===== src/rtl/mio_bus_ctrl.sv =====
// mio_bus_ctrl: registered, handshaked memory/IO bus controller.
// Each CPU access is latched in IDLE and gets region strobes for a configurable number of wait
// states. Registered read data then returns with a one-cycle ready pulse.
// Optional feature: define MIO_BUS_ERR_EN to flag unmapped accesses on bus_err.
module mio_bus_ctrl #(
  parameter int unsigned RAM_AW   = 13,
  parameter int unsigned VRAM_AW  = 14,
  parameter int unsigned VRAM_DW  = 11,
  parameter int unsigned RAM_WAIT = 1,
  parameter int unsigned IO_WAIT  = 0
) (
  input  logic               clk,
  input  logic               rst,
  // CPU side
  input  logic               req,
  input  logic               mem_w,
  input  logic [31:0]        addr_bus,
  input  logic [31:0]        Cpu_data2bus,
  output logic [31:0]        Cpu_data4bus,
  output logic               ready,
  output logic               bus_err,
  // data RAM
  output logic [RAM_AW-1:0]  ram_addr,
  output logic [31:0]        ram_data_in,
  input  logic [31:0]        ram_data_out,
  output logic               data_ram_we,
  output logic               Byte_Sel,
  // VRAM write port
  output logic               Vram_W_En,
  output logic [VRAM_AW-1:0] Vram_W_Addr_x_y,
  output logic [VRAM_DW-1:0] Vram_W_Data,
  // PS/2 receiver
  input  logic               ps2_ready,
  input  logic [7:0]         key_scan,
  output logic               ps2_rd,
  // GPIO and counter
  output logic               GPIOe0000000_we,
  output logic               GPIOf0000000_we,
  output logic               counter_we,
  output logic [31:0]        Peripheral_in,
  input  logic [31:0]        counter_out,
  input  logic               counter0_out,
  input  logic               counter1_out,
  input  logic               counter2_out,
  input  logic [7:0]         led_out,
  input  logic [4:0]         BTN,
  input  logic [7:0]         SW
);

  // Latch just enough address bits to serve both RAM and VRAM addressing.
  localparam int unsigned AddrW = (RAM_AW + 2 > VRAM_AW) ? RAM_AW + 2 : VRAM_AW;

  localparam logic [3:0] RamWait = 4'(RAM_WAIT);
  localparam logic [3:0] IoWait  = 4'(IO_WAIT);

  // One-hot region bits; the all-zero vector means an unmapped (NONE) access.
  localparam int unsigned RgRam  = 0;
  localparam int unsigned RgVram = 1;
  localparam int unsigned RgPs2  = 2;
  localparam int unsigned RgGpe  = 3;
  localparam int unsigned RgGpf  = 4;
  localparam int unsigned RgCnt  = 5;

  typedef enum logic [1:0] {StIdle, StAccess, StDone} state_e;

  state_e           state_q, state_d;
  logic [3:0]       cnt_q, cnt_d;
  logic             first_q, first_d;
  logic [AddrW-1:0] addr_q, addr_d;
  logic [31:0]      wdata_q, wdata_d;
  logic             we_q, we_d;
  logic [5:0]       region_q, region_d;
  logic [31:0]      rdata_q, rdata_d;

  logic [5:0]       region_dec;
  logic [31:0]      rd_mux;

  // Address decode of the live CPU address, used only at capture time.
  always_comb begin
    region_dec = '0;
    if (addr_bus[31:16] == 16'h0000) begin
      region_dec[RgRam] = 1'b1;
    end else if (addr_bus[31:16] == 16'h000c) begin
      region_dec[RgVram] = 1'b1;
    end else if (addr_bus[31:12] == 20'hffffd) begin
      region_dec[RgPs2] = 1'b1;
    end else if (addr_bus[31:8] == 24'hfffffe) begin
      region_dec[RgGpe] = 1'b1;
    end else if (addr_bus[31:8] == 24'hffffff) begin
      if (addr_bus[2]) begin
        region_dec[RgCnt] = 1'b1;
      end else begin
        region_dec[RgGpf] = 1'b1;
      end
    end
  end

  // Read-data source for the latched region.
  always_comb begin
    rd_mux = '0;
    unique case (1'b1)
      region_q[RgRam]: rd_mux = ram_data_out;
      region_q[RgPs2]: rd_mux = {23'b0, ps2_ready, key_scan};
      region_q[RgGpe]: rd_mux = counter_out;
      region_q[RgCnt]: rd_mux = counter_out;
      region_q[RgGpf]: rd_mux = {counter0_out, counter1_out, counter2_out, 8'h00,
                                 led_out, BTN, SW};
      default:         rd_mux = '0;
    endcase
  end

  // State and latch registers; reset drops any access in flight.
  always_ff @(posedge clk or negedge rst) begin
    if (!rst) begin
      state_q  <= StIdle;
      cnt_q    <= '0;
      first_q  <= 1'b0;
      addr_q   <= '0;
      wdata_q  <= '0;
      we_q     <= 1'b0;
      region_q <= '0;
      rdata_q  <= '0;
    end else begin
      state_q  <= state_d;
      cnt_q    <= cnt_d;
      first_q  <= first_d;
      addr_q   <= addr_d;
      wdata_q  <= wdata_d;
      we_q     <= we_d;
      region_q <= region_d;
      rdata_q  <= rdata_d;
    end
  end

  // Next-state: capture in IDLE, count wait states in ACCESS, one DONE cycle.
  always_comb begin
    state_d  = state_q;
    cnt_d    = cnt_q;
    first_d  = first_q;
    addr_d   = addr_q;
    wdata_d  = wdata_q;
    we_d     = we_q;
    region_d = region_q;
    rdata_d  = rdata_q;
    unique case (state_q)
      StIdle: begin
        if (req) begin
          addr_d   = addr_bus[AddrW-1:0];
          wdata_d  = Cpu_data2bus;
          we_d     = mem_w;
          region_d = region_dec;
          cnt_d    = region_dec[RgRam] ? RamWait : IoWait;
          first_d  = 1'b1;
          state_d  = StAccess;
        end
      end
      StAccess: begin
        first_d = 1'b0;
        if (cnt_q == 4'd0) begin
          rdata_d = we_q ? 32'h0 : rd_mux;
          state_d = StDone;
        end else begin
          cnt_d = cnt_q - 4'd1;
        end
      end
      StDone: begin
        state_d = StIdle;
      end
      default: begin
        state_d = StIdle;
      end
    endcase
  end

  // Region outputs: only the latched region is driven, and only during ACCESS.
  always_comb begin
    ram_addr        = '0;
    ram_data_in     = '0;
    data_ram_we     = 1'b0;
    Byte_Sel        = 1'b0;
    Vram_W_En       = 1'b0;
    Vram_W_Addr_x_y = '0;
    Vram_W_Data     = '0;
    ps2_rd          = 1'b0;
    GPIOe0000000_we = 1'b0;
    GPIOf0000000_we = 1'b0;
    counter_we      = 1'b0;
    Peripheral_in   = '0;
    if (state_q == StAccess) begin
      if (region_q[RgRam]) begin
        ram_addr    = addr_q[RAM_AW+1:2];
        ram_data_in = wdata_q;
        Byte_Sel    = addr_q[1];
        data_ram_we = first_q & we_q;
      end
      if (region_q[RgVram]) begin
        Vram_W_Addr_x_y = addr_q[VRAM_AW-1:0];
        Vram_W_Data     = wdata_q[VRAM_DW-1:0];
        Vram_W_En       = first_q & we_q;
      end
      // Consume the PS/2 byte in the same cycle its data is captured.
      if (region_q[RgPs2]) begin
        ps2_rd = (cnt_q == 4'd0) & ~we_q;
      end
      if (region_q[RgGpe] | region_q[RgGpf] | region_q[RgCnt]) begin
        Peripheral_in = wdata_q;
      end
      GPIOe0000000_we = region_q[RgGpe] & first_q & we_q;
      GPIOf0000000_we = region_q[RgGpf] & first_q & we_q;
      counter_we      = region_q[RgCnt] & first_q & we_q;
    end
  end

  assign ready        = (state_q == StDone);
  assign Cpu_data4bus = rdata_q;

`ifdef MIO_BUS_ERR_EN
  assign bus_err = (state_q == StDone) & (region_q == 6'b0);
`else
  assign bus_err = 1'b0;
`endif

endmodule


===== config.mk =====
export PLATFORM = sky130hd
export DESIGN_NAME = mio_bus_ctrl
export DESIGN_NICKNAME = d
export VERILOG_FILES = /design/src/rtl/mio_bus_ctrl.sv
export SDC_FILE = /design/constraint.sdc
export NUM_CORES = 1
export LEC_CHECK = 0
export BUFFER_PORTS_ARGS = -buffer_cell sky130_fd_sc_hd__buf_2
export CORE_MARGIN = 10
export CORE_UTILIZATION = 45
export DETAILED_ROUTE_END_ITERATION = 8
export MAX_ROUTING_LAYER = met4
export PLACE_DENSITY_LB_ADDON = 0.08
export SLEW_MARGIN = 15
export SYNTH_ARGS = -nofsm -noshare
export SYNTH_HDL_FRONTEND = slang
export SYNTH_SLANG_ARGS = --single-unit

===== constraint.sdc =====
create_clock -name clk -period 6.5 [get_ports clk]
set_clock_uncertainty 0.2 [all_clocks]
set_input_delay 0 -clock clk [delete_from_list [all_inputs] [get_ports clk]]
set_output_delay 0 -clock clk [all_outputs]
set_load 0.01 [all_outputs]

== Word level (Yosys, flattened, before mapping) ==
Index checks and enable logic that the tools add are counted.

* Register bits after elaboration: 93
* Input bits: 165
* Output and inout bits: 143
* Logic and storage cells: 82

* $add $sub $neg: 1
* Eq/ne operators: 9
* Mux-type cells: 43
* Bitwise logic cells: 11
* Reduce and logical (&&, ||, !) cells: 10

{| class="wikitable"
|+ Operator list
! kind !! number
|-
| $mux W32 || 5
|-
| $pmux W32 S4 || 1
|-
| $eq A24 B24 Y1 const B || 2
|-
| $mux W14 || 2
|-
| $mux W13 || 2
|-
| $mux W11 || 2
|-
| $eq A20 B20 Y1 const B || 1
|-
| $mux W1 || 19
|-
| $eq A16 B4 Y1 const B || 1
|-
| $logic_not A16 Y1 || 1
|-
| $mux W4 || 3
|-
| $and A1 B1 Y1 || 8
|-
| $mux W2 || 4
|-
| $pmux W4 S2 || 1
|-
| $reduce_and A2 Y1 || 4
|-
| $ne A2 B2 Y1 const B || 3
|-
| $mux W5 || 1
|-
| $logic_not A4 Y1 || 1
|-
| $pmux W2 S2 || 1
|-
| $sub A4 B1 Y4 const B || 1
|-
| $mux W3 || 1
|-
| $reduce_and A3 Y1 || 1
|-
| $eq A2 B1 Y1 const B || 1
|-
| $eq A2 B2 Y1 const B || 1
|-
| 6 further kinds || 7
|}

== Logic depth before layout (Yosys ltp) ==
* Word-level depth: 6
* Depth in mapped cells: 9
* Depth with buffers taken out: 6

== Worst setup path after synthesis ==
No wires, ideal clock.

* Path type: register to register
* Start: register cnt_q[0]
* End: register rdata_q[27] (netlist: Cpu_data4bus[27])
* Setup time: 0.126 ns
* Arrival: 1.852 ns
* Required time: 6.174 ns
* Slack: 4.322 ns
* Cell stages (with the launch flop): 9
* Path buffers: 2
* Clock period less this slack: 2.178 ns
* Cell sequence: dfrtp_1 > inv_1 > ha_1 > or3b_1 > or2_1 > buf_6 > buf_8 > and2_0 > a221o_1

* Longest elaborated chain between the ends: 2

{| class="wikitable"
|+ RTL lines
! what !! RTL line !! RTL
|-
| from (decl) || 67 || <nowiki>logic [3:0] cnt_q, cnt_d;</nowiki>
|-
| from (signal assigned) || 125 || <nowiki>cnt_q <= cnt_d;</nowiki>
|-
| $logic_not A4 Y1 || 159 || <nowiki>if (cnt_q == 4'd0) begin</nowiki>
|-
| $reduce_and A2 Y1 (no source line) || n/a ||
|-
| to (signal assigned) || 131 || <nowiki>rdata_q <= rdata_d;</nowiki>
|-
| to (decl) || 73 || <nowiki>logic [31:0] rdata_q, rdata_d;</nowiki>
|}

Every way passes these cells.
A chain may end at the register's enable or synchronous reset.

== Worst setup path after layout ==
* Start: register region_q[0]
* End: register rdata_q[4] (netlist: Cpu_data4bus[4])

* Longest elaborated chain between the ends: 2

{| class="wikitable"
|+ RTL lines
! what !! RTL line !! RTL
|-
| from (decl) || 72 || <nowiki>logic [5:0] region_q, region_d;</nowiki>
|-
| from (signal assigned) || 130 || <nowiki>region_q <= region_d;</nowiki>
|-
| $pmux W32 S4 || 101 || <nowiki>unique case (1'b1)</nowiki>
|-
| $mux W32 || 160 || <nowiki>rdata_d = we_q ? 32'h0 : rd_mux;</nowiki>
|}

Every way passes these cells.

==> impl_metrics.csv <==
group,metric,value,unit
run_status,outcome,"complete, no violations",
clocking,cts_sinks,93,
synth,synth_warnings,0,
global_route,grt_pass1_vias,6315,
detailed_routing,drc,0,
power_and_ir_drop,power.total,1.85,mW
placed_design,hpwl,14600,µm
critical_path,r2r-start,"region_q[0]",
clocking,clock_latency,0.36,ns
finish,area_growth,66.3,%
min_path,hold_path_class,"input port to flop",
sta,tightestPinTransition,1.14,ns
clocking,clk_pin_slew,0.10,ns
synth,synth-seq-area-share,47.9,%
critical_path,max_stage_delay,1.08,ns
global_route,grt_overflow,0,
synth,yosys_register_bits,93,
clocking,cts_buffer_depth,2,
critical_path,setup.worst_path.end,"Cpu_data4bus[4]",
synth,synthArstFlopShare,100,%
synth,syn_area,4860,µm²
floorplan,die_y,124,µm
sta,tns,0,ns
synth,yosysTopAreaCell,"dfrtp_1",
sta,fin_crit_sh,51.2,%
sta,slew_headroom,23.9,%
floorplan,core_area,10400,µm²
finish,fin_nets,1146,
sta,fin_crit,3.33,ns
critical_path,cp.required,6.61,ns
detailed_routing,vias_per_cell,5.41,
detailed_routing,postRouteAntennaNets,0,
global_route,antenna_found_initial,1,
flow_run,max-cap-violations,0,
placed_design,numPortBuffers,306,
synth,synth_top_area_share,47.9,%
detailed_routing,drtIter0Drc,570,
min_path,whs_path_depth,4,
clocking,root_buffer,"clkbuf_8",
sta,finalHoldViolations,0,
critical_path,critPathKind,"flop to flop",
critical_path,arrival,3.44,ns
synth,syn_nets,727,
clocking,post_cts_buffers,0,
detailed_routing,firstDrtPassIters,9,
sta,setup_viol,0,
synth,netlist-cell-type-count,38,
critical_path,reg2reg_depth,5,
synth,postSynthCellCount,560,
clocking,cts_tree,"done",
global_route,grt_pass1_wl,32600,µm
detailed_routing,wire_per_inst,19.3,µm
critical_path,worst_setup_path_start_kind,"flop",
sta,rsz0062_at_grt,"false",
finish,drive_gt1_share,34.2,%
placed_design,place.gp.congestion,0.924,
critical_path,worstSetupStartpoint,"region_q[0]",
power_and_ir_drop,p_leak,4.75,nW
synth,avgSynthCellArea,8.67,µm²
detailed_routing,wl,21700,µm
power_and_ir_drop,power_density,229,nW/µm²
clocking,cts_made_buffers,9,
floorplan,io_pins,308,
critical_path,cp_slowest_cell,"dfrtp_2",
global_route,grt_max_degree,79,
synth,synth_edf_count,0,
global_route,grt_util_all_layers,27.6,%
critical_path,r2r-end,"Cpu_data4bus[4]",
floorplan,die_area,15300,µm²
critical_path,worstSetupEndpointType,"flop",
floorplan,start_util,46.6,%
floorplan,dieWidth,124,µm
detailed_routing,vias,6062,
critical_path,reg2reg_slack,3.17,ns
critical_path,crit_chain,"nor2_1, a2111o_1, a21oi_1, dlygate4sd3_1, a21o_1",
clocking,cts_resized,0,
sta,fmax,301,MHz
synth,ys.flop_type,"dfrtp_1",
synth,synthTopCellsByArea,"dfrtp_1 48%, nand2_1 13%, and3_1 9.8%",
critical_path,worstPathMaxFanout,70,
clocking,htreeDepth,3,
sta,drv_slew,0,
floorplan,rows,37,
power_and_ir_drop,vdd_drop_max,0.154,mV
[state kept, by name, summed over array words and instances (netlist names)]
name,flops
we_q,1
region_q,6
state_q,2
Cpu_data4bus,32
wdata_q,32
cnt_q,4
addr_q,15
first_q,1
[cells in the mapped netlist, types with 2 or more instances]
| library cell | number |
|---|---|
| nor2_1 | 16 |
| and2_0 | 6 |
| and3_1 | 76 |
| clkbuf_1 | 38 |
| a21o_1 | 10 |
| nand4_1 | 5 |
| nand2_1 | 170 |
| buf_2 | 2 |
| mux2i_1 | 2 |
| or3b_1 | 2 |
| o31ai_1 | 2 |
| nor3b_1 | 2 |
| nor3b_4 | 2 |
| a221o_1 | 12 |
| o41ai_1 | 2 |
| inv_1 | 7 |
| nor3_1 | 3 |
| a222oi_1 | 20 |
| a22oi_1 | 4 |
| a21oi_1 | 11 |
| nor4_1 | 6 |
| ha_1 | 2 |
| dfrtp_1 | 93 |
| o21ai_0 | 15 |
| buf_6 | 3 |
| buf_1 | 3 |
| and2_1 | 35 |
[worst min-delay path by stage]
| stage | startpoint | end | slack, ns |
|---|---|---|---|
| finish | Cpu_data2bus[0] | wdata_q[0] | 0.16 |
| CTS | Cpu_data2bus[25] | wdata_q[25] | 0.15 |
| floorplan | rst | Cpu_data4bus[0] | -0.50 |
| detailed placement | rst | addr_q[10] | -0.19 |
| global route | Cpu_data2bus[8] | wdata_q[8] | 0.16 |
| global placement | rst | addr_q[10] | -0.20 |
[worst max-delay path, delay by kind of cell, from the launching register on]
| kind | cells | cell delay (ns) |
|---|---|---|
| simple gates | 1 | 0.11 |
| compound gates | 3 | 1.18 |
| buf+inv | 1 | 0.62 |
| flops | 1 | 1.08 |
[layout by cell type (no fill, tap or decap), types with 2 or more instances in the layout]
cell           synthesis  routed
mux2i_1                2       2
and3_1                76      76
nand2_1              170     170
and2_1                35      35
and2_0                 6       6
buf_2                  2     305
a21o_1                10      10
clkbuf_8               0       9
nor3b_4                2       2
a22oi_1                4       4
a222oi_1              20      20
dfrtp_1               93      92
nor4_1                 6       6
o21ai_0               15      15
clkinv_2               0       2
a221o_1               12      12
nor3_1                 3       3
inv_6                  0       2
buf_4                  1       5
nand4_1                5       5
o41ai_1                2       2
inv_1                  7       7
o31ai_1                2       2
nor2_1                16      15
dlygate4sd3_1          0     144
a21oi_1               11      11
ha_1                   2       2
[per-layer routing]
metal	GRT usage [%]	up-vias	share of wire, %
met4	13.1	0	4.1
met5	-	-	0
met2	46.5	369	50
li1	-	2770	-
met1	30.3	2850	35
met3	6.29	73	10
[kinds of logic after synthesis]
| kind of cell | share of synthesized area, % |
|---|---|
| AO/OA/AOI/OAI | 12.5 |
| buffers and inverters | 5.07 |
| AND/OR/NAND/NOR | 33.5 |
| other | 0.0772 |
| adder cells (fa/ha/maj) | 0.515 |
| multiplexers | 0.412 |
| flip-flops | 47.9 |
[area by class of cell]
cell class                 count  area, µm²
antenna                        1       2.50
clock buffer                   9        124
clock inverter                 7       73.8
fill                         740       2340
inverter                       7       26.3
multi-input combinational    412       2300
sequential                    93       2330
tap                          136        170
timing repair buffer         456       3050
[metrics by stage]
stage	cells	hold WS (ns)	setup WS (ns)	instance area [µm²]	utilization, %
finish	1121	0.156	3.17	8080	77.5
global route	1121	0.161	3.07	8080	77.5
CTS	1119	0.155	3.39	8050	77.2
detailed placement	958	-0.189	3.95	6390	61.3
global placement	958	-0.197	4.07	6390	61.3
floorplan	560	-0.496	4.32	4860	-
[what timing repair did]
item,4_1_cts,5_1_grt
hold buffers,145,0
endpoints found under the setup margin,0,0
hold endpoints to repair,129,0
[power breakdown]
part	total, mW	switching [mW]	internal [mW]
combinational	0.570	0.336	0.234
sequential	0.880	0.142	0.738
clock	0.396	0.216	0.180
(Power assumes the default switching activity.)
